<file path="src/rtl/mem_arbiter.sv">
// mem_arbiter
// -----------------------------------------------------------------------------
// Shares one memory request/response port between the instruction fetch unit
// (IFU) and the load/store unit (LSU). Only one transaction is in flight at a
// time. When both units request together, the round-robin priority decides
// which one is granted.
//
// Ports
//   clk, rst                      clock (rising edge), async active-low reset
//   ifu_req_*  / ifu_resp_*       IFU read-only request and response channels
//   lsu_req_*  / lsu_resp_*       LSU load/store request and response channels
//   mem_req_*, mem_addr/wen/
//   mem_wdata/mem_wstrb           request to memory, driven only from registers
//   mem_resp_*, mem_rdata         memory response, passed through to the owner
// -----------------------------------------------------------------------------
module mem_arbiter #(
    parameter int MEM_ADDR_WIDTH = 32,
    parameter int DATA_WIDTH     = 32
) (
    input  logic                      clk,
    input  logic                      rst,

    input  logic                      ifu_req_valid,
    output logic                      ifu_req_ready,
    input  logic [MEM_ADDR_WIDTH-1:0] ifu_req_addr,
    output logic                      ifu_resp_valid,
    input  logic                      ifu_resp_ready,
    output logic [DATA_WIDTH-1:0]     ifu_resp_rdata,

    input  logic                      lsu_req_valid,
    output logic                      lsu_req_ready,
    input  logic [MEM_ADDR_WIDTH-1:0] lsu_req_addr,
    input  logic                      lsu_req_wen,
    input  logic [DATA_WIDTH-1:0]     lsu_req_wdata,
    input  logic [DATA_WIDTH/8-1:0]   lsu_req_wstrb,
    output logic                      lsu_resp_valid,
    input  logic                      lsu_resp_ready,
    output logic [DATA_WIDTH-1:0]     lsu_resp_rdata,

    output logic                      mem_req_valid,
    input  logic                      mem_req_ready,
    output logic [MEM_ADDR_WIDTH-1:0] mem_addr,
    output logic                      mem_wen,
    output logic [DATA_WIDTH-1:0]     mem_wdata,
    output logic [DATA_WIDTH/8-1:0]   mem_wstrb,
    input  logic                      mem_resp_valid,
    output logic                      mem_resp_ready,
    input  logic [DATA_WIDTH-1:0]     mem_rdata
);

    localparam int STRB_WIDTH = DATA_WIDTH / 8;

    // Encoding shared by owner and prio.
    localparam logic SEL_IFU = 1'b0;
    localparam logic SEL_LSU = 1'b1;

    typedef enum logic [1:0] {
        IDLE = 2'd0,
        REQ  = 2'd1,
        RESP = 2'd2
    } state_t;

    state_t                    state_reg, state_next;
    logic                      owner_reg, owner_next;
    logic                      prio_reg, prio_next;
    logic [MEM_ADDR_WIDTH-1:0] addr_reg, addr_next;
    logic                      wen_reg, wen_next;
    logic [DATA_WIDTH-1:0]     wdata_reg, wdata_next;
    logic [STRB_WIDTH-1:0]     wstrb_reg, wstrb_next;

    logic grant_ifu;
    logic grant_lsu;

    // A lone requester always wins; prio only breaks a tie.
    assign grant_lsu = lsu_req_valid && (!ifu_req_valid || (prio_reg == SEL_LSU));
    assign grant_ifu = ifu_req_valid && (!lsu_req_valid || (prio_reg == SEL_IFU));

    // Memory request fields come straight from the latched registers so they
    // cannot change while the memory is stalling the request.
    assign mem_addr  = addr_reg;
    assign mem_wen   = wen_reg;
    assign mem_wdata = wdata_reg;
    assign mem_wstrb = wstrb_reg;

    always_ff @(posedge clk or negedge rst) begin
        if (!rst) begin
            state_reg <= IDLE;
            owner_reg <= SEL_IFU;
            prio_reg  <= SEL_LSU;
            addr_reg  <= '0;
            wen_reg   <= 1'b0;
            wdata_reg <= '0;
            wstrb_reg <= '0;
        end else begin
            state_reg <= state_next;
            owner_reg <= owner_next;
            prio_reg  <= prio_next;
            addr_reg  <= addr_next;
            wen_reg   <= wen_next;
            wdata_reg <= wdata_next;
            wstrb_reg <= wstrb_next;
        end
    end

    always_comb begin
        state_next     = state_reg;
        owner_next     = owner_reg;
        prio_next      = prio_reg;
        addr_next      = addr_reg;
        wen_next       = wen_reg;
        wdata_next     = wdata_reg;
        wstrb_next     = wstrb_reg;
        ifu_req_ready  = 1'b0;
        lsu_req_ready  = 1'b0;
        ifu_resp_valid = 1'b0;
        ifu_resp_rdata = '0;
        lsu_resp_valid = 1'b0;
        lsu_resp_rdata = '0;
        mem_req_valid  = 1'b0;
        mem_resp_ready = 1'b0;

        case (state_reg)
            IDLE: begin
                // Gating with rst keeps the readies low while reset is held,
                // even though the state already reads IDLE.
                ifu_req_ready = grant_ifu && rst;
                lsu_req_ready = grant_lsu && rst;
                if (lsu_req_ready) begin
                    owner_next = SEL_LSU;
                    addr_next  = lsu_req_addr;
                    wen_next   = lsu_req_wen;
                    wdata_next = lsu_req_wdata;
                    wstrb_next = lsu_req_wstrb;
                    state_next = REQ;
                end else if (ifu_req_ready) begin
                    owner_next = SEL_IFU;
                    addr_next  = ifu_req_addr;
                    wen_next   = 1'b0;
                    wdata_next = '0;
                    wstrb_next = '1;
                    state_next = REQ;
                end
            end
            REQ: begin
                mem_req_valid = 1'b1;
                if (mem_req_ready) begin
                    state_next = RESP;
                end
            end
            RESP: begin
                // Response is a pure pass-through to whoever owns the
                // transaction; the other side sees nothing.
                if (owner_reg == SEL_LSU) begin
                    mem_resp_ready = lsu_resp_ready;
                    lsu_resp_valid = mem_resp_valid;
                    lsu_resp_rdata = mem_rdata;
                end else begin
                    mem_resp_ready = ifu_resp_ready;
                    ifu_resp_valid = mem_resp_valid;
                    ifu_resp_rdata = mem_rdata;
                end
                if (mem_resp_valid && mem_resp_ready) begin
                    state_next = IDLE;
                    prio_next  = ~owner_reg;
                end
            end
            default: begin
                state_next = IDLE;
            end
        endcase
    end

endmodule

</file>
<file path="config.mk">
export PLATFORM = sky130hd
export DESIGN_NAME = mem_arbiter
export DESIGN_NICKNAME = d
export VERILOG_FILES = /design/src/rtl/mem_arbiter.sv
export SDC_FILE = /design/constraint.sdc
export NUM_CORES = 1
export LEC_CHECK = 0
export BUFFER_PORTS_ARGS = -buffer_cell sky130_fd_sc_hd__buf_2
export CORE_ASPECT_RATIO = 0.7
export CORE_MARGIN = 2
export CORE_UTILIZATION = 30
export DETAILED_ROUTE_END_ITERATION = 6
export SLEW_MARGIN = 30
export SYNTH_ARGS = -nofsm -noshare
export SYNTH_HDL_FRONTEND = slang
export SYNTH_SLANG_ARGS = --single-unit
export TNS_END_PERCENT = 30
</file>
<file path="constraint.sdc">
create_clock -name clk -period 1.75 [get_ports clk]
set_clock_uncertainty 0.05 [all_clocks]
set_input_delay 0.0875 -clock clk [delete_from_list [all_inputs] [get_ports clk]]
set_output_delay 0.0875 -clock clk [all_outputs]
set_load 0.05 [all_outputs]
</file>
---- Word level (Yosys, flattened, before mapping) ----
Index checks and enable logic that the tools add are counted.
W data, S select, Z words.
storage, ports and cells
  flip-flop bits (word level) ............. 73
  input bits .............................. 141
  word-level logic and storage cells ...... 56
cells by class
  eq/ne operators ......................... 5
  reduce and logical (&&, ||, !) cells .... 14
  bitwise operators ....................... 2
  mux-type cells .......................... 28
operator list
  cell                  count
  $mux W32              8
  $mux W1               13
  $mux W2               4
  $mux W4               2
  $pmux W2 S3           1
  $logic_and A1 B1 Y1   5
  $ne A2 B2 Y1 const B  2
  $reduce_and A2 Y1     2
  $ne A3 B3 Y1 const B  1
  $reduce_and A3 Y1     1
  $eq A2 B1 Y1 const B  1
  $eq A2 B2 Y1 const B  1
  $logic_not A1 Y1      2
  $logic_not A2 Y1      1
  $logic_or A1 B1 Y1    2
  $not A1 Y1            2
  $reduce_bool A2 Y1    1

---- Longest topological paths before layout ----
Gate-level depths: netlist of run 1.
  depth in word-level cells ............... 7
  depth in mapped cells ................... 6

---- Worst setup path before layout of run 1 ----
No wires, ideal clock.
  kind .................................... reg2out
  start point ............................. reg state_reg[0]
  end point ............................... out ifu_req_ready
  arrival ................................. 1604 ps
  setup slack ............................. 9 ps
  cell stages (with the launch flop) ...... 4
  path buffers ............................ 0
  required time ........................... 1612 ps
  cells stage by stage .................... dfrtp_1 nor3b_4 nand2_1 a21oi_1
on the way
  cells in the longest elaborated chain, start to end .. 2
RTL lines
  what                      line  source
  start: declaration        63    state_t state_reg, state_next;
  start signal: assignment  95    state_reg <= state_next;
  $logic_not A2 Y1          122   case (state_reg)
  $mux W1                   122
  end: declaration          24    output logic ifu_req_ready,
No other way between the ends.

---- Worst setup path after layout of run 1 ----
  start point ............................. reg state_reg[1]
  end point ............................... out ifu_resp_rdata[16]
on the way
  cells in the longest elaborated chain, start to end .. 2
RTL lines
  what              line  source
  $eq A2 B2 Y1      122
  $mux W32          122
  end: declaration  28    output logic [DATA_WIDTH-1:0] ifu_resp_rdata,
No other way between the ends.

==> results.toml, run 1 <==
[outcome]
status = "complete, but fails checks"
failed_checks = "setup timing"

[synth]
avgSynthCellArea_um2 = 9.68
synth_warnings = 0
syn-cell-area_um2 = 3590
synth_fp_nets = 512
post-synth-top-area-fraction_pct = 50.2
syn_inst = 371
synthDistinctLibCells = 25
ys_seq_elements = 73
yosysSeqAreaShare_pct = 50.9
yosysTopAreaCell = "dfrtp_1"
synth_area_leaders = "dfrtp_1 (50%), a22o_1 (8.3%), and2_1 (6.3%)"

[worst_setup_path]
critPathArrivalTime_ps = 1670
cpMostUsedCell = "buf_6"
max_stage_delay_ps = 400
critPathCaptureType = "primary output"
cp.depth = 5
path_buf_inv = 2
reg2reg_setup_slack_ps = 200
cp_cell_sequence = "nor2b_4 > and2b_4 > buf_6 > and2_1 > buf_6"
crit_slowest_cell = "dfrtp_1"
startpoint_type = "flop"
path_class = "flop to primary output"
critical_path.top_delay_family = "simple AND/OR/NAND/NOR gates"
worstPathRequired_ps = 1610
critPathMaxFanout = 8
ff2ff_path_depth = 5

[placement]
place_hpwl_um = 9680
gp_congestion = 0.774
io_buffer_count = 279
post-place-ws_ps = 129
post-place-cells = 786

[cells_and_area]
drive_above_1_share_pct = 47.3
nets = 891
area_delta_synth_final_pct = 100
stdcell_count = 913
final_common_cell = "buf_2"
most-common-layout-cells = "buf_2 (209), dlygate4sd3_1 (104), dfrtp_1 (71), a22o_1 (34)"
nFillCells = 956

[global_routing]
grt_max_degree = 38
gr-total-overflow = 0
grt_pass1_vias = 4274
antenna_found_initial = 0
track_usage_pct = 21.7
grt_pass1_wl_um = 21800

[timing]
fin_crit_ps = 1800
rsz0062_at_grt = "yes"
finalHoldViolations = 0
min_period_over_period_pct = 103
final.setup.tns_ps = -444
fmax_ghz = 0.555
finalMaxSlewViolations = 0
hold_ws_ps = 59.7
tightest_slew_ps = 641
timing.slew.headroom_pct = 57.2
finalSetupViolations = 24
fin_ws_ps = -53.0

[die]
initial_utilization_pct = 30.7
die_y_um = 95.5
rows = 33
core_um2 = 11700
die_width_um = 135
die_area_um2 = 12900
ios = 280

[clock_network]
cts.clk_slew.worst_paths_ps = 60
ctsLongestPathBuffers = 2
cts_tree = "yes"
htree_levels = 3
cts.sinks = 73
cts_made_buffers = 9
root_buffer = "clkbuf_16"
clk_latency_ps = 330

[drt]
drt_iter0_markers = 279
dr.pass1.iters = 5
drc_errors = 0
num_vias = 4560
ant_nets = 0
wl_per_cell_um = 17.4
wl_um = 15900
via_per_inst = 4.99

[power]
power.share.switching_pct = 51.0
seq_power_share_pct = 23.3
leakagePower_nw = 3.62
power.share.clock_pct = 17.6
combPwrFrac_pct = 59.1
powerDensity_nw_per_um2 = 1790
power.internal_mw = 6.31
vdd_ir_drop_max_uv = 1110
p_switching_mw = 6.58

[flow_run]
maxCapViolations = 0

[worst_hold_path]
min_path_type = "primary input to flop"
hold_depth = 3
[final cells by class]
type                       instances  area (um2)  area share, %
clock inverter                     6         138           1.92
sequential                        73        1830           25.5
antenna                            1        2.50         0.0348
clock buffer                      10         229           3.19
tap                              157         196           2.73
inverter                           3        13.8          0.192
multi-input combinational        253        1660           23.1
timing repair buffer             410        3120           43.4
[path summary, 6_finish.rpt]
check / to / start
setup / recovery: ifu_resp_rdata[16] / state_reg[1]$_DFFE_PN0P_
hold / removal: owner_reg$_DFFE_PN0P_ / ifu_req_valid
setup reg to reg: mem_addr[18]$_DFFE_PN0P_ / state_reg[0]$_DFFE_PN0P_
hold reg to reg: mem_wstrb[1]$_DFFE_PN0P_ / mem_wstrb[1]$_DFFE_PN0P_
max in group asynchronous: mem_addr[8]$_DFFE_PN0P_ / rst
min in group asynchronous: state_reg[0]$_DFFE_PN0P_ / rst
[metal layers]
metal | vias to the layer above | routed length [um] | track usage (%)
li1 | 2121 | - | -
met1 | 2182 | 6500 | 27.6
met2 | 225 | 7850 | 35.7
met3 | 32 | 1180 | 5.32
met4 | 0 | 342 | 8.51
met5 | - | 0 | 0
[power by group through the flow]
stage | logic (mW) | clock network (mW) | registers [mW]
2_1_floorplan | 2.33 | 0 | 5.71
3_3_place_gp | 6.80 | 0 | 2.97
3_5_place_dp | 6.84 | 0 | 2.99
4_1_cts | 7.17 | 2.32 | 2.98
5_1_grt | 7.97 | 2.40 | 3.09
6_report | 7.62 | 2.27 | 3.00
[cells by family (layout without fill, tap and decap cells)]
group                  after synthesis  count (layout)  synth area share (%)
AND/OR/NAND/NOR                    114             114                  18.9
flip-flops                          73              73                  50.9
multiplexers                         2               2                 0.592
other                                0               1                     0
AO/OA/AOI/OAI                      137             137                  24.3
buffers and inverters               45             429                  5.33
[tightest hold or removal path, delay by kind of cell]
family          cells  cell delay (ps)
compound gates      1              110
buf+inv             1              130
simple gates        1               90
[per-stage QoR]
step | util, % | instance area (um2) | power [mW]
4_1_cts | 57.8 | 6760 | 12.5
3_3_place_gp | 44.4 | 5190 | 9.77
2_1_floorplan | - | 3590 | 8.04
6_report | 61.5 | 7180 | 12.9
5_1_grt | 61.5 | 7180 | 13.5
3_5_place_dp | 44.5 | 5200 | 9.83
[timing repair]
item	in CTS	in global routing
setup endpoints to repair	69	68
gates resized for setup	51	115
setup buffers	2	1
gates cloned	0	3
hold buffers	104	0
hold endpoints to repair	144	0
pin swaps	1	15
[Yosys cell counts]
master	n
inv_1	2
buf_4	3
a31oi_1	32
buf_2	9
a21oi_1	33
and3_1	33
nor3b_4	1
clkbuf_1	30
or2_0	1
dfrtp_1	72
dfstp_2	1
o21ai_0	33
and2b_1	1
nand3_1	33
a21o_1	1
inv_2	1
mux2i_1	1
mux2_2	1
nor2b_1	2
nand2b_1	2
a22o_1	34
and2_1	36
nand2_1	4
o22a_1	4
nand3_2	1
Note: power is estimated with default switching activity, not from simulation.
==> inputs of run 2 (changes only) <==
--- a/config.mk
+++ b/config.mk
@@ -10,6 +10,8 @@
 export CORE_MARGIN = 2
 export CORE_UTILIZATION = 30
 export DETAILED_ROUTE_END_ITERATION = 6
+export PLACE_DENSITY_LB_ADDON = 0.08
+export RECOVER_POWER = 100
 export SLEW_MARGIN = 30
 export SYNTH_ARGS = -nofsm -noshare
 export SYNTH_HDL_FRONTEND = slang
==> run 2 against run 1 <==
The run still ends with setup timing left. Hold slack lost 47 ps. Register-to-register slack lost 90 ps. Sequential share of layout area grew 1.4 points. Count of clock-buffer cells in the layout unchanged. First-iteration DRC count shrank 37%. Cell area shrank 5.3%. Sequential cell count unchanged. Critical path type unchanged. Critical endpoint is now ifu_resp_rdata[4]. Largest power group unchanged. Highest routed layer unchanged.
==> results.toml, run 2 (synthesis results as in run 1) <==
[timing]
rsz0062_at_grt = "yes"
fin_ws_ps = -2.95
min_period_over_period_pct = 100
timing.slew.headroom_pct = 34.6
fmax_ghz = 0.570
tightest_slew_ps = 981
finalHoldViolations = 0
fin_crit_ps = 1750
finalMaxSlewViolations = 0
finalSetupViolations = 1

[worst_setup_path]
ff2ff_path_depth = 5
worstPathRequired_ps = 1610
critPathMaxFanout = 33
worstReg2RegEnd = "mem_addr[27]$_DFFE_PN0P_"
startpoint_type = "flop"
r2r-start = "state_reg[0]$_DFFE_PN0P_"
critPathCaptureType = "primary output"
reg2reg_setup_slack_ps = 110
critPathArrivalTime_ps = 1620
path_class = "flop to primary output"

[drt]
wl_per_cell_um = 16.4
drt_iter0_markers = 175
drc_errors = 0
via_per_inst = 4.97
ant_nets = 0
dr.pass1.iters = 4
wl_um = 14800
num_vias = 4494

[global_routing]
gr-total-overflow = 0
grt_pass1_vias = 4375
grt_pass1_wl_um = 22100
antenna_found_initial = 0
track_usage_pct = 21.8
grt_max_degree = 46

[power]
vdd_ir_drop_max_uv = 950
power.share.switching_pct = 54.2
power.internal_mw = 5.49
combPwrFrac_pct = 59.2
powerDensity_nw_per_um2 = 1760
leakagePower_nw = 3.28
power.share.clock_pct = 15.6
p_switching_mw = 6.50
seq_power_share_pct = 25.2

[cells_and_area]
nets = 884
drive_above_1_share_pct = 34.0
final_common_cell = "buf_2"
most-common-layout-cells = "buf_2 (140), dlygate4sd3_1 (103), clkbuf_1 (71), dfrtp_1 (71), buf_6 (36)"
stdcell_area_um2 = 6800
diodes = 0
nFillCells = 1014
area_delta_synth_final_pct = 89.4

[flow_run]
maxCapViolations = 0

[clock_network]
root_buffer = "clkbuf_16"
cts_made_buffers = 9
cts.sinks = 73
cts_tree = "yes"
cts.clk_slew.worst_paths_ps = 60
ctsLongestPathBuffers = 2
clk_latency_ps = 330
htree_levels = 3

[die]
initial_utilization_pct = 30.7
die_area_um2 = 12900
rows = 33
die_y_um = 95.5
ios = 280
core_um2 = 11700
die_width_um = 135

[placement]
place_hpwl_um = 9310
gp_congestion = 0.769
io_buffer_count = 279
post_dp_cell_area_um2 = 5220
post-place-ws_ps = 146

[outcome]
status = "complete, but fails checks"
failed_checks = "setup timing"

[worst_hold_path]
min_path_type = "primary input to flop"
hold_depth = 3
holdPathEnd = "prio_reg$_DFFE_PN1P_"
hold_start = "mem_resp_valid"
-- run 2: cell types whose count changed in the layout (fill, tap and decap cells not counted), moves of 24 or more --
cell	previous run	this run
buf_6	12	36
clkbuf_1	1	71
and2_1	10	35
buf_2	209	140
and2_4	26	0
buf_8	26	1
-- run 2: worst max-delay path: stages (launching register included) --
cell and delay (ps):
dfrtp_1 410, nor2b_4 190, and2b_2 180, buf_12 170
and2_1 170, buf_6 160
-- run 2: repair_timing --
item                                    in CTS  in global routing
gates resized for setup                     74                 38
endpoints found under the setup margin      68                100
endpoints found under the hold margin      144                  0
buffers inserted                             2                  0
hold buffers                               103                  0
pin swaps                                    1                  0
-- run 2: area by class of cell --
type                            instances  area, um2  area share (%)
Sequential cell                        73       1830            26.9
Clock inverter                          6       65.1           0.957
Tap cell                              157        196            2.89
Multi-Input combinational cell        253       1590            23.4
Clock buffer                           10        239            3.51
Timing Repair Buffer                  403       2870            42.2
Inverter                                3       13.8           0.202
-- run 2: per-layer routing --
layer	vias up	share of wire (%)	global-route usage (%)
li1	2108	-	-
met1	2113	42	27.7
met2	244	47	35.7
met3	29	8.7	6.54
met4	0	2.2	7.63
met5	-	0	0
-- run 2: power groups by stage --
stage	Clock, mW	Combinational (mW)	Sequential (mW)
2_1_floorplan	0	2.33	5.71
3_3_place_gp	0	6.85	2.99
3_5_place_dp	0	6.88	2.99
4_1_cts	1.92	7.27	2.99
5_1_grt	2.00	7.48	3.12
6_report	1.87	7.11	3.02
-- run 2: worst max path at each step --
| stage | start | endpoint | depth (start not counted) |
|---|---|---|---|
| after CTS | prio_reg$_DFFE_PN1P_ | lsu_req_ready | 4 |
| after global placement | prio_reg$_DFFE_PN1P_ | mem_addr[18]$_DFFE_PN0P_ | 3 |
| after global routing | state_reg[1]$_DFFE_PN0P_ | lsu_resp_rdata[27] | 4 |
| final | state_reg[1]$_DFFE_PN0P_ | ifu_resp_rdata[4] | 5 |
| after floorplan | state_reg[0]$_DFFE_PN0P_ | ifu_req_ready | 3 |
| after detailed placement | state_reg[0]$_DFFE_PN0P_ | mem_wdata[14]$_DFFE_PN0P_ | 5 |
-- run 2: stage by stage --
stage	cells	hold slack [ps]	power, mW	util [%]	TNS (ps)
finish	905	12.9	12.0	58.2	-2.95
global route	905	8.10	12.6	58.2	-3340
CTS	905	3.52	12.2	58.2	-61.4
detailed placement	784	12.7	9.88	44.7	0
global placement	784	10.7	9.83	44.6	-1280
floorplan	371	-258	8.04	-	0
==> inputs of run 3 (changes only) <==
--- a/config.mk
+++ b/config.mk
@@ -12,6 +12,7 @@
 export DETAILED_ROUTE_END_ITERATION = 6
 export PLACE_DENSITY_LB_ADDON = 0.08
 export RECOVER_POWER = 100
+export SETUP_SLACK_MARGIN = 0.02
 export SLEW_MARGIN = 30
 export SYNTH_ARGS = -nofsm -noshare
 export SYNTH_HDL_FRONTEND = slang
==> constraint.sdc (replaced) <==
create_clock -name clk -period 2.3 [get_ports clk]
set_clock_uncertainty 0.05 [all_clocks]
set_input_delay 0.115 -clock clk [delete_from_list [all_inputs] [get_ports clk]]
set_output_delay 0.115 -clock clk [all_outputs]
set_load 0.05 [all_outputs]
==> run 3 against run 2 <==
The run now ends clean. Core utilization down 6.1 points. Setup slack gained 160 ps. Highest routed layer unchanged. Power fell by 26%. Cell area shrank 10%. Final cell count shrank 4.0%. Via count decreased by 5.9%. Sequential cell count stayed put.
==> results.toml, run 3 (synthesis results as in run 1) <==
[global_routing]
track_usage_pct = 19.8
top_usage_layer = "met2"
grt_max_degree = 58
gr-total-overflow = 0
grtUsageMet3_pct = 5.26
grt_pass1_vias = 4037
grt_pass1_wl_um = 20000
grt_util_met2_pct = 31.1
use_met1_pct = 26.7
antenna_found_initial = 0

[worst_setup_path]
r2r-start = "state_reg[0]$_DFFE_PN0P_"
cp_cell_sequence = "dlygate4sd3_1 > clkbuf_4 > nor3b_4 > buf_6 > nand2_1 > a21oi_1 > clkbuf_2"
crit_path_start = "rst"
ff2ff_path_depth = 5
critPathMaxFanout = 35
setup.worst_path.end = "ifu_req_ready"
critPathCaptureType = "primary output"
reg2reg_setup_slack_ps = 310
path_class = "primary input to primary output"
startpoint_type = "primary input"
crit_slowest_cell = "dlygate4sd3_1"
worstReg2RegEnd = "mem_wdata[16]$_DFFE_PN0P_"
critPathArrivalTime_ps = 1970
max_stage_delay_ps = 560
worstPathRequired_ps = 2130

[clock_network]
cts_tree = "yes"
clk_latency_ps = 330
cts.clk_slew.worst_paths_ps = 60
cts.sinks = 73
ctsLongestPathBuffers = 2
htree_levels = 3
root_buffer = "clkbuf_16"
cts_made_buffers = 9

[cells_and_area]
final_common_cell = "buf_2"
diodes = 0
most-common-layout-cells = "buf_2 (157), dlygate4sd3_1 (73), dfrtp_1 (72), clkbuf_1 (71), clkbuf_2 (54)"
area_delta_synth_final_pct = 69.5
drive_above_1_share_pct = 34.6
nets = 848
nFillCells = 1149

[drt]
ant_nets = 0
drc_errors = 0
num_vias = 4229
wl_um = 13600
wl_per_cell_um = 15.6
dr.pass1.iters = 4
drt_iter0_markers = 168
via_per_inst = 4.87

[timing]
fmax_ghz = 0.468
finalMaxSlewViolations = 0
min_period_over_period_pct = 93.0
finalHoldViolations = 0
finalSetupViolations = 0
rsz0062_at_grt = "no"
hold_ws_ps = 11.8
tightest_slew_ps = 772
timing.slew.headroom_pct = 48.6
fin_crit_ps = 2140
final.setup.tns_ps = 0

[power]
vdd_ir_drop_max_uv = 681
leakagePower_nw = 3.07
power.internal_mw = 3.98
powerDensity_nw_per_um2 = 1450
p_switching_mw = 4.86
power.share.switching_pct = 54.9
combPwrFrac_pct = 57.0
seq_power_share_pct = 26.0
power.share.clock_pct = 16.9

[die]
ios = 280
initial_utilization_pct = 30.7
core_um2 = 11700
die_width_um = 135
rows = 33
die_y_um = 95.5
die_area_um2 = 12900

[placement]
place_hpwl_um = 9350
gp_congestion = 0.764
io_buffer_count = 279

[outcome]
status = "complete, no violations"

[worst_hold_path]
min_path_type = "primary input to flop"

[flow_run]
maxCapViolations = 0
[run 3: changes by cell type in the layout (fill, tap and decap cells not counted), sizes merged]
cell / previous run / this run
dlygate4sd3: 103 / 73
buf: 194 / 168
clkbuf: 116 / 136
bufinv: 1 / 2
clkinvlp: 1 / 0
[run 3: worst min-delay path by stage]
stage	startpoint	to	slack, ps	depth (start not counted)
2_1_floorplan	rst	mem_addr[0]$_DFFE_PN0P_	-230	0
3_3_place_gp	rst	mem_wdata[24]$_DFFE_PN0P_	60	2
3_5_place_dp	rst	state_reg[0]$_DFFE_PN0P_	60	2
4_1_cts	lsu_req_addr[1]	mem_addr[1]$_DFFE_PN0P_	0.9	3
5_1_grt	lsu_req_addr[4]	mem_addr[4]$_DFFE_PN0P_	9	3
6_report	lsu_req_addr[4]	mem_addr[4]$_DFFE_PN0P_	10	3
[run 3: routing by layer]
| metal | vias to the layer above | routed length (um) | share of wire, % |
|---|---|---|---|
| li1 | 2028 | - | - |
| met1 | 1983 | 6190 | 46 |
| met2 | 194 | 6070 | 45 |
| met3 | 24 | 1060 | 7.8 |
| met4 | 0 | 269 | 2.0 |
| met5 | - | 0 | 0 |
[run 3: through the flow]
step	cells	power, mW	setup WS, ps	util, %	instance area (um2)
2_1_floorplan	371	6.12	531	-	3590
3_3_place_gp	780	7.41	466	43.8	5120
3_5_place_dp	780	7.42	453	43.9	5130
4_1_cts	869	9.05	70.1	52.9	6180
5_1_grt	869	9.27	53.2	52.1	6090
6_report	869	8.84	162	52.1	6090
[run 3: cell type report]
| class | instances | area [um2] | share of cell area, % |
|---|---|---|---|
| clock inverters | 6 | 91.3 | 1.50 |
| well taps | 157 | 196 | 3.23 |
| multi-input cells | 253 | 1580 | 26.0 |
| repair buffers | 367 | 2150 | 35.3 |
| flip-flops and latches | 73 | 1830 | 30.0 |
| inverters | 3 | 11.3 | 0.185 |
| clock buffers | 10 | 229 | 3.76 |
[run 3: worst max-delay path: cells and delay by family]
family | cells | cell delay [ps]
compound gates | 1 | 190
buf+inv | 4 | 1330
simple gates | 2 | 340
[run 3: power by group through the flow]
stage | Combinational, mW | Clock, mW | Sequential, mW
2_1_floorplan | 1.77 | 0 | 4.35
3_3_place_gp | 5.12 | 0 | 2.28
3_5_place_dp | 5.14 | 0 | 2.28
4_1_cts | 5.24 | 1.53 | 2.28
5_1_grt | 5.32 | 1.58 | 2.37
6_report | 5.04 | 1.50 | 2.30
[run 3: timing repair]
item / 4_1_cts / 5_1_grt
buffers inserted: 0 / 0
hold buffers: 73 / 0
resized for setup: 0 / 1
endpoints found under the setup margin: 0 / 1
hold endpoints to repair: 79 / 0
